**config.mk**
```make
export PLATFORM = sky130hd
export DESIGN_NAME = mips_multicycle_ctrl
export DESIGN_NICKNAME = d
export VERILOG_FILES = /design/src/rtl/mips_multicycle_ctrl.sv
export SDC_FILE = /design/constraint.sdc
export NUM_CORES = 1
export LEC_CHECK = 0
export ABC_AREA = 1
export BUFFER_PORTS_ARGS = -buffer_cell sky130_fd_sc_hd__buf_2
export CAP_MARGIN = 5
export CELL_PAD_IN_SITES_DETAIL_PLACEMENT = 1
export CELL_PAD_IN_SITES_GLOBAL_PLACEMENT = 2
export CORE_MARGIN = 3
export CORE_UTILIZATION = 25
export CTS_CLUSTER_DIAMETER = 120
export DETAILED_ROUTE_END_ITERATION = 10
export HOLD_SLACK_MARGIN = 0.08
export PLACE_DENSITY_LB_ADDON = 0.05
export SETUP_SLACK_MARGIN = 0.2
export SLEW_MARGIN = 5
export SYNTH_ARGS = -nofsm -noshare
export SYNTH_HDL_FRONTEND = slang
export SYNTH_SLANG_ARGS = --single-unit
```
**constraint.sdc**
```tcl
create_clock -name clk -period 1.55 [get_ports clk]
set_input_delay 0.155 -clock clk [delete_from_list [all_inputs] [get_ports clk]]
set_output_delay 0.155 -clock clk [all_outputs]
set_load 0.005 [all_outputs]
```
**src/rtl/mips_multicycle_ctrl.sv**
```systemverilog
// Multicycle MIPS control FSM: sequences fetch/decode/execute/memory/writeback with a memory ready handshake.
// Optional feature macro: CTRL_ILLEGAL_TRAP_EN (unknown opcode traps into a HALT state).
module mips_multicycle_ctrl (
    input  logic        clk,
    input  logic        reset,
    input  logic [5:0]  opcode,
    input  logic        zero,
    input  logic        mem_ready,
    output logic        pc_en,
    output logic        ir_write,
    output logic        iord,
    output logic        mem_read,
    output logic        mem_write,
    output logic        reg_write,
    output logic        reg_dst,
    output logic        mem_to_reg,
    output logic        alu_src_a,
    output logic [1:0]  ALUSrc,
    output logic        imm_zext,
    output logic [2:0]  ALUOp,
    output logic [1:0]  pc_src,
    output logic [3:0]  state,
    output logic [31:0] retired,
    output logic        halted
);

    typedef enum logic [3:0] {
        S_FETCH  = 4'd0,  S_DECODE = 4'd1,  S_MEMADR = 4'd2,  S_MEMRD = 4'd3,
        S_MEMWB  = 4'd4,  S_MEMWR  = 4'd5,  S_RTEX   = 4'd6,  S_ALUWB = 4'd7,
        S_BRANCH = 4'd8,  S_IMMEX  = 4'd9,  S_IMMWB  = 4'd10, S_JUMP  = 4'd11,
        S_HALT   = 4'd12
    } state_t;

    localparam logic [5:0] OP_RTYPE = 6'b000000;
    localparam logic [5:0] OP_LW    = 6'b100011;
    localparam logic [5:0] OP_SW    = 6'b101011;
    localparam logic [5:0] OP_BEQ   = 6'b000100;
    localparam logic [5:0] OP_ADDI  = 6'b001000;
    localparam logic [5:0] OP_ORI   = 6'b001101;
    localparam logic [5:0] OP_J     = 6'b000010;

    state_t      state_q, state_d;
    logic [31:0] retired_q, retired_d;
    logic        retire_s;

    // State and retired-instruction counter registers
    always_ff @(posedge clk or posedge reset) begin
        if (reset) begin
            state_q   <= S_FETCH;
            retired_q <= 32'd0;
        end else begin
            state_q   <= state_d;
            retired_q <= retired_d;
        end
    end

    // Next-state logic; retire_s marks the cycle an instruction completes
    always_comb begin
        state_d  = state_q;
        retire_s = 1'b0;
        case (state_q)
            S_FETCH:  if (mem_ready) state_d = S_DECODE; else state_d = S_FETCH;
            S_DECODE: begin
                case (opcode)
                    OP_RTYPE:      state_d = S_RTEX;
                    OP_LW, OP_SW:  state_d = S_MEMADR;
                    OP_BEQ:        state_d = S_BRANCH;
                    OP_ADDI, OP_ORI: state_d = S_IMMEX;
                    OP_J:          state_d = S_JUMP;
                    default: begin
`ifdef CTRL_ILLEGAL_TRAP_EN
                        state_d = S_HALT;
`else
                        state_d  = S_FETCH;
                        retire_s = 1'b1;
`endif
                    end
                endcase
            end
            S_MEMADR: if (opcode == OP_SW) state_d = S_MEMWR; else state_d = S_MEMRD;
            S_MEMRD:  if (mem_ready) state_d = S_MEMWB; else state_d = S_MEMRD;
            S_MEMWR: begin
                if (mem_ready) begin
                    state_d  = S_FETCH;
                    retire_s = 1'b1;
                end else begin
                    state_d = S_MEMWR;
                end
            end
            S_RTEX:   state_d = S_ALUWB;
            S_IMMEX:  state_d = S_IMMWB;
            S_MEMWB, S_ALUWB, S_BRANCH, S_IMMWB, S_JUMP: begin
                state_d  = S_FETCH;
                retire_s = 1'b1;
            end
`ifdef CTRL_ILLEGAL_TRAP_EN
            S_HALT:   state_d = S_HALT;
`endif
            default:  state_d = S_FETCH;
        endcase
        if (retire_s) retired_d = retired_q + 32'd1;
        else          retired_d = retired_q;
    end

    // Moore output decode; pc_en/ir_write additionally gated by mem_ready or zero
    always_comb begin
        pc_en      = 1'b0;
        ir_write   = 1'b0;
        iord       = 1'b0;
        mem_read   = 1'b0;
        mem_write  = 1'b0;
        reg_write  = 1'b0;
        reg_dst    = 1'b0;
        mem_to_reg = 1'b0;
        alu_src_a  = 1'b0;
        ALUSrc     = 2'd0;
        imm_zext   = 1'b0;
        ALUOp      = 3'd0;
        pc_src     = 2'd0;
        case (state_q)
            S_FETCH: begin
                mem_read = 1'b1;
                ALUSrc   = 2'd1;
                pc_en    = mem_ready;
                ir_write = mem_ready;
            end
            S_DECODE: ALUSrc = 2'd3;
            S_MEMADR: begin
                alu_src_a = 1'b1;
                ALUSrc    = 2'd2;
            end
            S_MEMRD: begin
                mem_read = 1'b1;
                iord     = 1'b1;
            end
            S_MEMWB: begin
                reg_write  = 1'b1;
                mem_to_reg = 1'b1;
            end
            S_MEMWR: begin
                mem_write = 1'b1;
                iord      = 1'b1;
            end
            S_RTEX: begin
                alu_src_a = 1'b1;
                ALUOp     = 3'd2;
            end
            S_ALUWB: begin
                reg_write = 1'b1;
                reg_dst   = 1'b1;
            end
            S_BRANCH: begin
                alu_src_a = 1'b1;
                ALUOp     = 3'd1;
                pc_src    = 2'd1;
                pc_en     = zero;
            end
            S_IMMEX: begin
                alu_src_a = 1'b1;
                ALUSrc    = 2'd2;
                if (opcode == OP_ORI) begin
                    ALUOp    = 3'd3;
                    imm_zext = 1'b1;
                end else begin
                    ALUOp    = 3'd0;
                    imm_zext = 1'b0;
                end
            end
            S_IMMWB:  reg_write = 1'b1;
            S_JUMP: begin
                pc_src = 2'd2;
                pc_en  = 1'b1;
            end
            default: ;
        endcase
        // Reset is asynchronous, so writes must be suppressed combinationally too
        if (reset) begin
            pc_en     = 1'b0;
            ir_write  = 1'b0;
            reg_write = 1'b0;
            mem_write = 1'b0;
        end else begin
            pc_en     = pc_en;
            ir_write  = ir_write;
            reg_write = reg_write;
            mem_write = mem_write;
        end
    end

    // Debug/status outputs
    always_comb begin
        state   = state_q;
        retired = retired_q;
`ifdef CTRL_ILLEGAL_TRAP_EN
        halted  = (state_q == S_HALT);
`else
        halted  = 1'b0;
`endif
    end

endmodule

```
=== After elaboration in Yosys (flattened, before gate mapping) ===
Cells that the tools add are included.

* Input bits: 10
* Bits in registers: 36
* Logic and storage cells: 59
* Output and inout port bits: 54

* Reduce and logical (&&, ||, !) cells: 11
* Eq/ne operators: 17
* Mux-type cells: 28
* $add $sub $neg: 1

{| class="wikitable"
|+ Operator list
! kind !! number
|-
| $add 32x1->32 const B || 1
|-
| $pmux 4 s7 || 1
|-
| $pmux 4 s5 || 1
|-
| $mux 1 || 17
|-
| $eq 4x3->1 const B || 4
|-
| $eq 4x4->1 const B || 4
|-
| $eq 6x4->1 const B || 2
|-
| $eq 6x6->1 const B || 2
|-
| $pmux 2 s3 || 2
|-
| $reduce_or 2->1 || 5
|-
| $mux 3 || 3
|-
| $eq 4x2->1 const B || 2
|-
| $reduce_or 7->1 || 1
|-
| $eq 6x2->1 const B || 1
|-
| $eq 6x3->1 const B || 1
|-
| $logic_not 6->1 || 1
|-
| $pmux 1 s3 || 2
|-
| $reduce_or 5->1 || 1
|-
| $eq 4x1->1 const B || 1
|-
| $logic_not 4->1 || 1
|-
| $pmux 2 s2 || 1
|-
| $reduce_or 4->1 || 1
|-
| $reduce_or 3->1 || 1
|-
| $mux 2 || 1
|}

=== Longest topological paths before layout ===
* Word-level depth: 4
* Depth in mapped cells: 10

=== Worst setup path after synthesis ===
Ideal clock, no wire load.

* Kind: flip-flop to flip-flop
* Start point: register retired_q[0] (netlist: retired[0])
* End point: register retired_q[28] (netlist: retired[28])
* Clock period less this slack: 1.586 ns
* Cell stages (with the launch flop): 11
* Setup slack: -0.036 ns
* Arrival time: 1.469 ns
* Buffers on the path: 0
* Cells stage by stage: dfrtp_1 -> ha_1 -> inv_1 -> nor2_1 -> inv_1 -> nor2_1 -> nand2_1 -> nand2_1 -> nand2_1 -> nand2_1 -> nand2_1

* Cells in the longest elaborated chain, start to end: 1

{| class="wikitable"
|+ Ends and longest elaborated chain
! item !! line !! source
|-
| start: declaration || 43 || <nowiki>logic [31:0] retired_q, retired_d;</nowiki>
|-
| start signal: assignment || 53 || <nowiki>retired_q <= retired_d;</nowiki>
|-
| $add 32x1->32 || 101 || <nowiki>if (retire_s) retired_d = retired_q + 32'd1;</nowiki>
|}

Every way passes these cells.
A chain may end at the register's enable or synchronous reset.

=== Worst setup path after layout ===
* Start point: register state_q[2] (netlist: state[2])
* End point: output pc_en

* Cells in the longest elaborated chain, start to end: 3

{| class="wikitable"
|+ Ends and longest elaborated chain
! item !! line !! source
|-
| start: declaration || 42 || <nowiki>state_t state_q, state_d;</nowiki>
|-
| start signal: assignment || 52 || <nowiki>state_q <= state_d;</nowiki>
|-
| $eq 4x4->1 or $logic_not 4->1 (tied branches) || 120 || <nowiki>case (state_q)</nowiki>
|-
| $pmux 1 s3 * || 120 ||
|-
| $mux 1 * || 177 || <nowiki>if (reset) begin</nowiki>
|-
| end: declaration || 9 || <nowiki>output logic pc_en,</nowiki>
|}

Mark *: on every way between the ends. The rest lies on a longest branch, timed or not.

==> impl_metrics.tcl <==
set metrics [dict create \
    final_hold_viol_count 0 \
    irDropWorstVdd_mv 0.547 \
    drv_slew 0 \
    total_power_mw 4.15 \
    cts_buffers 5 \
    numPortBuffers 61 \
    clk_latency_ps 290 \
    fin_skew_ps 5.93 \
    fp.dieH_um 109 \
    wirelength_mm 10.3 \
    rr_endpoint "retired[8]" \
    finalInstanceArea_um2 4000 \
    hold_path_class "in -> async" \
    die_area_um2 11900 \
    place.gp.congestion 0.814 \
    fmax_mhz 603 \
    layout_min_cycle_time_ps 1660 \
    placementRows 37 \
    detail-route-antenna-nets 0 \
    violations "negative setup slack" \
    drive_gt1_share_pct 34.9 \
    use_met2_pct 30.0 \
    setup_viol 41 \
    synth_area_um2 2660 \
    antenna_found_initial 0 \
    max_cap_violations 0 \
    cts-root-buf "clkbuf_8" \
    top_usage_layer "met2" \
    fin_ws_ps -108 \
    fin_nets 572 \
    worst-path-max-fanout 4 \
    dp_hpwl_mm 7.81 \
    synth.distinct_cells 22 \
    worstSetupEndpointType "output pin" \
    grt.total_usage_pct 17.8 \
    use_met1_pct 24.6 \
    required_ps 1390 \
    reg2reg_depth 11 \
    critPathKind "reg -> out" \
    cts_tree "yes" \
    finalCritPeriodShare_pct 107 \
    synth_cells 430 \
    crit_arrival_ps 1500 \
    leakage_nw 2.19 \
    grt_overflow 0 \
    r2r_setup_slack_ps -100 \
    avgSynthCellArea_um2 6.18 \
    drtIter0Drc 112 \
    clock_path_buffers 2 \
    clock_sinks 36 \
    grt_pass1_wl_mm 16.6 \
    placed_cell_area_um2 3550 \
    drc 0 \
    setup_tns_ps -3150 \
    cp-start-kind "flip-flop" \
    via_per_inst 4.56 \
    rsz0062_at_grt "true" \
    syn2layout_area_growth_pct 50.4 \
    timing.rr.start "state[3]" \
    power_density_nw_per_um2 1040 \
    place_inst 672 \
    stdcell_count 697 \
    ys.warnings.count 0 \
    grt_pass1_vias 3177 \
    start_util_pct 25.7 \
    die_w_um 109 \
    fin_util_pct 38.7 \
    synth_seq_area_share_pct 33.9 \
    grt_max_degree 33 \
    core-area_um2 10300 \
    grtUsageMet3_pct 1.95 \
    io-pin-count 64 \
    clk_pin_slew_worst_paths_ps 80 \
    ys_ff_latch 36 \
    avgRoutedWirePerCell_um 14.8 \
    via_count 3176 \
    insertedDiodeCount 0 \
    dr.pass1.iters 4 \
    cts_htree_levels 2 \
    status "complete, but fails checks" \
]
## power breakdown
| part | switching, mW | leakage [nW] | internal [mW] | total (mW) |
|---|---|---|---|---|
| Combinational | 1.28 | 1.66 | 1.05 | 2.33 |
| Sequential | 0.121 | 0.491 | 1.03 | 1.15 |
| Clock | 0.362 | 0.0410 | 0.307 | 0.668 |
## through the flow
stage,hold slack (ps),worst slack (ps)
floorplan,339,107
global placement,130,-18.7
detailed placement,133,-49.6
CTS,105,-123
global route,141,-187
finish,85.4,-108
## flip-flops by register name, indices dropped and copies added, names as in the netlist
| name | cells |
|---|---|
| retired | 32 |
| state | 4 |
## per-layer routing
| metal | share of wire [%] | wire length (µm) |
|---|---|---|
| met4 | 0.93 | 96 |
| met1 | 47 | 4840 |
| met2 | 49 | 5090 |
| met5 | 0 | 0 |
| met3 | 2.6 | 270 |
## layout by cell type, fill, tap and decap left out, types with 2 or more instances in the layout
master and count:
inv_4 2, nor2_2 6, nand2_4 4, nand3b_1 15, a21oi_1 2, conb_1 2, nand3_1 43, dfrtp_1 33
xor2_1 11, xnor2_1 4, clkbuf_8 5, dfrtp_2 3, buf_2 59, buf_6 12, nor2_1 64, buf_4 57
nand2_1 161, nand3_2 3, inv_1 20, nor2_4 5, buf_12 4, o21ai_0 2, nand2_2 23, nand4_1 5
inv_2 6
## critical path, cell delays in order (launching register included)
cell	delay, ps
dfrtp_1	390
buf_6	140
nor2_4	150
nand2_2	80
buf_6	130
inv_4	50
nand2_2	40
nand3_2	40
nand2_1	50
inv_1	50
buf_2	100
## cell families after synthesis
logic type | synth area share (%)
other cells | 0.141
fa+ha+maj | 0.471
xor+xnor | 4.95
simple gates | 52.2
buf+inv | 6.83
compound gates | 1.46
flops | 33.9
## what timing repair did
action	4_1_cts	5_1_grt
pin swaps	9	3
resized for setup	42	24
hold buffers	1	0
endpoints found under the setup margin	48	50
cloned	0	1
endpoints found under the hold margin	4	0
setup buffers	12	4
## synth_stat cells, drive strengths merged
| library cell | number | area share (%) |
|---|---|---|
| xor2 | 11 | 3.6 |
| nand3 | 47 | 8.9 |
| nor3 | 1 | 0.61 |
| buf | 9 | 2.6 |
| a21oi | 3 | 0.57 |
| nand4 | 5 | 1.2 |
| o21ai | 3 | 0.57 |
| nand3b | 15 | 4.2 |
| dfrtp | 36 | 34 |
| nor2 | 75 | 11 |
| xnor2 | 4 | 1.3 |
| clkbuf | 2 | 0.28 |
| nand2 | 188 | 27 |
| inv | 28 | 4.0 |
| o221ai | 1 | 0.33 |
| conb | 1 | 0.14 |
| ha | 1 | 0.47 |
## layout make-up
cell class                      instances  area (µm²)
Clock buffer                            6        72.6
Clock inverter                          1        5.00
Fill cell                            1358        6330
Inverter                               28         110
Multi-Input combinational cell        356        1760
Sequential cell                        36         905
Tap cell                              136         170
Timing Repair Buffer                  134         973
## worst max-delay path by stage
stage / startpoint / endpoint / cells after the start
2_1_floorplan: state[1] / retired[0] / 9
3_3_place_gp: retired[1] / retired[19] / 10
3_5_place_dp: retired[1] / retired[31] / 10
4_1_cts: state[3] / alu_src_a / 7
5_1_grt: state[1] / retired[3] / 9
6_report: state[2] / pc_en / 10
(Power assumes the default switching activity.)
